--- src/rtl/li_sequencer_if.sv ---
// Handshake bundle between decode, li_sequencer and execute.
// master = decode/execute side, slave = the sequencer.
interface li_sequencer_if #(
  parameter int REG_AW = 5
);
  logic              req_valid;
  logic              req_ready;
  logic [REG_AW-1:0] req_rd;
  logic [31:0]       req_imm;
  logic              uop_valid;
  logic              uop_ready;
  logic [1:0]        uop_kind;
  logic [REG_AW-1:0] uop_rd;
  logic [REG_AW-1:0] uop_rs;
  logic [15:0]       uop_imm;
  logic              done;
  logic              busy;

  modport master (
    output req_valid, req_rd, req_imm, uop_ready,
    input  req_ready, uop_valid, uop_kind,
    input  uop_rd, uop_rs, uop_imm, done, busy
  );

  modport slave (
    input  req_valid, req_rd, req_imm, uop_ready,
    output req_ready, uop_valid, uop_kind,
    output uop_rd, uop_rs, uop_imm, done, busy
  );
endinterface

--- src/rtl/li_sequencer.sv ---
// Expands li rd, imm32 into LUI / ORI / ADDIU micro-ops.
// Optional ADDIU shortcut: define LI_ADDIU_OPT_EN.
module li_sequencer #(
  parameter int REG_AW = 5
) (
  input  logic          clk,
  input  logic          rst_n,
  li_sequencer_if.slave bus
);
  typedef enum logic [1:0] {
    IDLE     = 2'd0,
    ISSUE_HI = 2'd1,
    ISSUE_LO = 2'd2
  } state_e;

  localparam logic [1:0] K_LUI   = 2'b00;
  localparam logic [1:0] K_ORI   = 2'b01;
  localparam logic [1:0] K_ADDIU = 2'b10;

  state_e            state_q, state_d;
  logic [1:0]        kind_q, kind_d;
  logic [REG_AW-1:0] rd_q, rd_d;
  logic [REG_AW-1:0] rs_q, rs_d;
  logic [15:0]       imm_q, imm_d;
  logic [15:0]       lo_q, lo_d;
  logic              two_q, two_d;
  logic              done_q, done_d;

  logic [15:0] hi, lo;
  logic        rd_zero;
  logic        sext_fit;
  logic        hs;

  assign hi      = bus.req_imm[31:16];
  assign lo      = bus.req_imm[15:0];
  assign rd_zero = (bus.req_rd == '0);
  assign hs      = bus.uop_ready;

`ifdef LI_ADDIU_OPT_EN
  assign sext_fit = (hi == {16{lo[15]}}) && (hi != 16'h0);
`else
  assign sext_fit = 1'b0;
`endif

  always_ff @(posedge clk or negedge rst_n) begin
    if (!rst_n) begin
      state_q <= IDLE;
      kind_q  <= K_LUI;
      rd_q    <= '0;
      rs_q    <= '0;
      imm_q   <= '0;
      lo_q    <= '0;
      two_q   <= 1'b0;
      done_q  <= 1'b0;
    end else begin
      state_q <= state_d;
      kind_q  <= kind_d;
      rd_q    <= rd_d;
      rs_q    <= rs_d;
      imm_q   <= imm_d;
      lo_q    <= lo_d;
      two_q   <= two_d;
      done_q  <= done_d;
    end
  end

  always_comb begin
    state_d = state_q;
    kind_d  = kind_q;
    rd_d    = rd_q;
    rs_d    = rs_q;
    imm_d   = imm_q;
    lo_d    = lo_q;
    two_d   = two_q;
    done_d  = 1'b0;
    unique case (state_q)
      IDLE: begin
        if (bus.req_valid) begin
          rd_d  = bus.req_rd;
          rs_d  = '0;
          lo_d  = lo;
          two_d = 1'b0;
          if (rd_zero) begin
            done_d = 1'b1;
          end else if (hi == 16'h0) begin
            state_d = ISSUE_LO;
            kind_d  = K_ORI;
            imm_d   = lo;
          end else if (sext_fit) begin
            state_d = ISSUE_LO;
            kind_d  = K_ADDIU;
            imm_d   = lo;
          end else begin
            // LUI first; ORI follows only if lo carries bits
            state_d = ISSUE_HI;
            kind_d  = K_LUI;
            imm_d   = hi;
            two_d   = (lo != 16'h0);
          end
        end
      end
      ISSUE_HI: begin
        if (hs) begin
          if (two_q) begin
            state_d = ISSUE_LO;
            kind_d  = K_ORI;
            rs_d    = rd_q;
            imm_d   = lo_q;
          end else begin
            state_d = IDLE;
            done_d  = 1'b1;
          end
        end
      end
      ISSUE_LO: begin
        if (hs) begin
          state_d = IDLE;
          done_d  = 1'b1;
        end
      end
      default: state_d = IDLE;
    endcase
  end

  always_comb begin
    bus.req_ready = (state_q == IDLE);
    bus.busy      = (state_q != IDLE);
    bus.uop_valid = (state_q != IDLE);
    bus.uop_kind  = kind_q;
    bus.uop_rd    = rd_q;
    bus.uop_rs    = rs_q;
    bus.uop_imm   = imm_q;
    bus.done      = done_q;
  end
endmodule

--- src/flat_wrapper.sv ---
// flat-port wrapper written by rule: the top's interface ports become plain ports
module li_sequencer_flat 
#(
  parameter int REG_AW = 5
)
  (clk, rst_n, bus_req_valid, bus_req_rd, bus_req_imm, bus_uop_ready, bus_req_ready, bus_uop_valid, bus_uop_kind, bus_uop_rd, bus_uop_rs, bus_uop_imm, bus_done, bus_busy);
  li_sequencer_if #(.REG_AW(REG_AW)) bus_i ();
  input  logic clk;
  input  logic rst_n;
  input wire logic [$bits(bus_i.req_valid)-1:0] bus_req_valid;
  input wire logic [$bits(bus_i.req_rd)-1:0] bus_req_rd;
  input wire logic [$bits(bus_i.req_imm)-1:0] bus_req_imm;
  input wire logic [$bits(bus_i.uop_ready)-1:0] bus_uop_ready;
  output wire logic [$bits(bus_i.req_ready)-1:0] bus_req_ready;
  output wire logic [$bits(bus_i.uop_valid)-1:0] bus_uop_valid;
  output wire logic [$bits(bus_i.uop_kind)-1:0] bus_uop_kind;
  output wire logic [$bits(bus_i.uop_rd)-1:0] bus_uop_rd;
  output wire logic [$bits(bus_i.uop_rs)-1:0] bus_uop_rs;
  output wire logic [$bits(bus_i.uop_imm)-1:0] bus_uop_imm;
  output wire logic [$bits(bus_i.done)-1:0] bus_done;
  output wire logic [$bits(bus_i.busy)-1:0] bus_busy;
  assign bus_i.req_valid = bus_req_valid;
  assign bus_i.req_rd = bus_req_rd;
  assign bus_i.req_imm = bus_req_imm;
  assign bus_i.uop_ready = bus_uop_ready;
  assign bus_req_ready = bus_i.req_ready;
  assign bus_uop_valid = bus_i.uop_valid;
  assign bus_uop_kind = bus_i.uop_kind;
  assign bus_uop_rd = bus_i.uop_rd;
  assign bus_uop_rs = bus_i.uop_rs;
  assign bus_uop_imm = bus_i.uop_imm;
  assign bus_done = bus_i.done;
  assign bus_busy = bus_i.busy;
  li_sequencer #(.REG_AW(REG_AW)) u_core (.clk(clk), .rst_n(rst_n), .bus(bus_i));
endmodule
--- config.mk ---
export PLATFORM = sky130hd
export DESIGN_NAME = li_sequencer_flat
export DESIGN_NICKNAME = d
export VERILOG_FILES = /design/src/rtl/li_sequencer_if.sv /design/src/rtl/li_sequencer.sv /design/src/flat_wrapper.sv
export SDC_FILE = /design/constraint.sdc
export NUM_CORES = 1
export LEC_CHECK = 0
export CORE_AREA = 2 2 74 76
export CTS_BUF_LIST = sky130_fd_sc_hd__clkbuf_16
export DETAILED_ROUTE_END_ITERATION = 6
export DIE_AREA = 0 0 76 78
export PLACE_DENSITY = 0.78
export SETUP_SLACK_MARGIN = 0.4
export SLEW_MARGIN = 40
export SYNTH_ARGS = -nofsm -noshare
export SYNTH_HDL_FRONTEND = slang
export SYNTH_SLANG_ARGS = --single-unit
--- constraint.sdc ---
create_clock -name clk -period 2.13 [get_ports clk]
set_clock_uncertainty 0.15 [all_clocks]
set_input_delay 0.426 -clock clk [delete_from_list [all_inputs] [get_ports clk]]
set_output_delay 0.426 -clock clk [all_outputs]
set_load 0.005 [all_outputs]
==> summary.md <==
| Metric | Value |
|---|---|
| Status | finished clean |
| RSZ-0062 raised after global routing | true |
| Via count | 2,046 |
| Hold_buf cts | 0 |
| Std cell rows | 26 |
| Initial DRC Count | 179 |
| Finished Core Util | 76.2% |
| Met2 usage | 38.9% |
| Pwr Density | 1380 nW/um^2 |
| Post-Route WL | between 6 and 7 mm |
| Die area | 5930 um^2 |
| Fillers | about 320 |
| Routability Congestion | 0.904 |
| IO buf count | 71 |
| Die Y-Extent | a little under 80 um |
| Hold WC Path Type | input pin to async pin |
| Placed cells | 338 |
| Seq cells post-synth | 47 |
| Post-DP HPWL | 4.25 mm |
| Design Power | 0.00532 W |
| Min Tclk post-route | 1.75 ns |
| Slew margin rel. | between 60 and 70% |
| Clk Latency, worst-skew pair | 0.29 ns |
| Core area | 5040 um^2 |
| Post-Syn Area per Cell | 11.9 um^2 |
| Ports | 73 |
| Root Buffer | clkbuf_16 |
| Leakage | 1.84 nW |
| DR pass1 iterations | 4 |
| N_diodes | 0 |
| GRT overflow | 0 |
| Num CTS Buffers | 5 |
| Fin Hold WS | 0.0639 ns |
| CTS Sinks | 47 |
| Net Count, Synth | around 240 |
| Nets | 348 |
| Fin cells | roughly 380 |
| Final hold violations | 0 |
| WL/cell | roughly 18 um |
| Slowest CP cell | clkdlybuf4s50_1 |
| Worst r2r dst | u_core.lo_q[1] |
| FMAX | 570 MHz |
| CP Cell Sequence | clkdlybuf4s50_1 |
| Global-route wire length before repair | roughly 11 mm |
| Max FO, Critical Path | 2 |
| Post-Syn Area | roughly 2300 um^2 |
| Worst path top cell family by delay | buffers and inverters |
| Seq/Total Area, Yosys | 50.9% |
| Setup_tns | 0 ns |
| CTS tree | yes |
| FF-to-FF path depth | 5 |
| CP startpoint kind | flop |
| Kind of critical path | flop to output port |
| M1 GR Usage | 28.8% |
| H-tree Lvls | 2 |
| Via/cell ratio | 5.41 |
| R2r setup slk | 0.38 ns |
| Cell count after synthesis | 194 |
| VDD IR-drop max | 0.000938 V |
| Period utilization | 82.3% |
| Setup Viol. Count Final | 0 |
| Remaining DRCs | 0 |
| WP buf/inv | 1 |
| Number of distinct library cells after synthesis | 35 |
| Die extent in x | 76 um |
| Arr. time, crit path | about 1.2 ns |
| Max_cap viols | 0 |
| Clk slew on worst S/H paths | 0.07 ns |
| Vias in the first global route | just over 2k |
| Slew Limit Fails | 0 |
| Synthesis-to-layout area growth | 66.2% |
| GR met3 Demand/Resource | 3.60% |
| Total GRT Usage | 22.7% |
| CP peak stage delay | 0.51 ns |
| Busiest grt layer | met2 |
| Slew @ Worst Pin | 0.593 ns |
| Initial Util | 45.8% |
| Req. time, crit path | 1.55 ns |
| Post-DRT Antenna Nets | 0 |
| Fraction of layout instances using a drive strength above 1 | 45.5% |
| CP endpoint kind | output port |
| Largest net degree at the start of global routing | 48 |
| Commonest non-fill, non-tap cell in the layout | dfrtp_1 |
| CTS Buffer Depth | 2 |
| Commonest cells after routing, fill and taps aside | 45 x dfrtp_1, 39 x buf_4, 23 x clkdlybuf4s50_1 |
| Initial antenna violation count | 0 |
| Synth warn | 0 |
| R2r startpoint | u_core.state_q[1] |
cells by family after synthesis:
| logic type | Yosys count | share of synthesized area, % |
|---|---|---|
| buf+inv | 20 | 5.96 |
| flops | 47 | 50.9 |
| simple gates | 60 | 15.9 |
| mux | 21 | 10.2 |
| compound gates | 45 | 16.9 |
| other cells | 1 | 0.162 |
state kept, by name (all words and copies together), names as in the netlist:
signal and count:
u_core.two_q 1, u_core.bus.done 1, u_core.bus.uop_rs 5, u_core.bus.uop_imm 16
u_core.bus.uop_kind 1, u_core.lo_q 16, u_core.bus.uop_rd 5, u_core.state_q 2
cell type report:
cell class | count | area (um^2) | share of cell area [%]
sequential | 47 | 1180 | 30.7
timing repair buffer | 123 | 1180 | 30.8
multi-input combinational | 127 | 1210 | 31.5
tap | 70 | 87.6 | 2.28
inverter | 3 | 11.3 | 0.293
clock buffer | 5 | 125 | 3.26
clock inverter | 3 | 47.5 | 1.24
worst reg2reg max path, stage by stage, from the launching register on:
cell     delay (ns)
dfrtp_2        0.42
buf_6          0.14
nor3b_4        0.28
buf_12         0.15
buf_12         0.13
mux2_2         0.35
power breakdown:
part           total, W  switching, W  internal [W]
sequential      0.00163      0.000278       0.00135
clock          0.000907      0.000348      0.000560
combinational   0.00278       0.00118       0.00160
stage by stage:
stage | cell area, um^2 | worst slack (ns)
after floorplan | 2310 | 0.408
after global placement | 3140 | -0.0779
final | 3840 | 0.376
after CTS | 3570 | 0.231
after global routing | 3840 | 0.331
after detailed placement | 3140 | -0.121
layer usage:
| layer | wire length [um] | vias to the layer above |
|---|---|---|
| met2 | 3530 | 66 |
| met3 | 273 | 13 |
| met4 | 148 | 0 |
| met1 | 2820 | 1024 |
| li1 | - | 943 |
| met5 | 0 | - |
synth_stat cells:
master	instances	area [um^2]
mux2_2	21	236
o31ai_2	8	100
nor2_1	21	78.8
o21ai_1	1	5.00
a21oi_1	1	5.00
and3_1	1	6.26
o31ai_1	8	60.1
buf_4	5	37.5
nand2b_1	1	6.26
conb_1	1	3.75
and4_1	1	8.76
a22o_1	5	43.8
a211oi_1	16	120
nor3b_4	1	18.8
o21ai_0	1	5.00
a21oi_4	1	16.3
nand2_1	3	11.3
o22a_1	1	8.76
dfrtp_1	47	1180
nor3_1	1	5.00
nand3b_1	1	7.51
o21bai_1	1	7.51
nand3_1	8	40.0
nand4_1	1	6.26
nand3_2	10	100
nor3_2	1	10.0
o32ai_1	1	8.76
nand4b_1	1	8.76
nor4_1	8	50.1
buf_2	5	25.0
clkbuf_1	2	7.51
nor2b_2	1	8.76
inv_1	3	11.3
buf_6	5	56.3
a21bo_1	1	10.0
worst max path at each step:
stage	slack (ns)	cells past startpoint	start	end
detailed placement	-0.12	6	bus_req_imm[17]	u_core.bus.uop_imm[2]
finish	0.38	1	u_core.bus.uop_imm[4]	bus_uop_imm[4]
floorplan	0.41	7	u_core.state_q[1]	u_core.bus.uop_imm[14]
CTS	0.23	3	u_core.state_q[1]	bus_uop_valid
global route	0.33	5	u_core.state_q[1]	u_core.lo_q[1]
global placement	-0.08	6	bus_req_imm[17]	u_core.bus.uop_imm[14]
repair_timing:
item / 4_1_cts / 5_1_grt
endpoints found under the setup margin: 45 / 63
pin swaps: 13 / 16
cloned: 2 / 1
buffers inserted: 19 / 10
resized for setup: 55 / 64
Power figures use the tool's default switching activity.
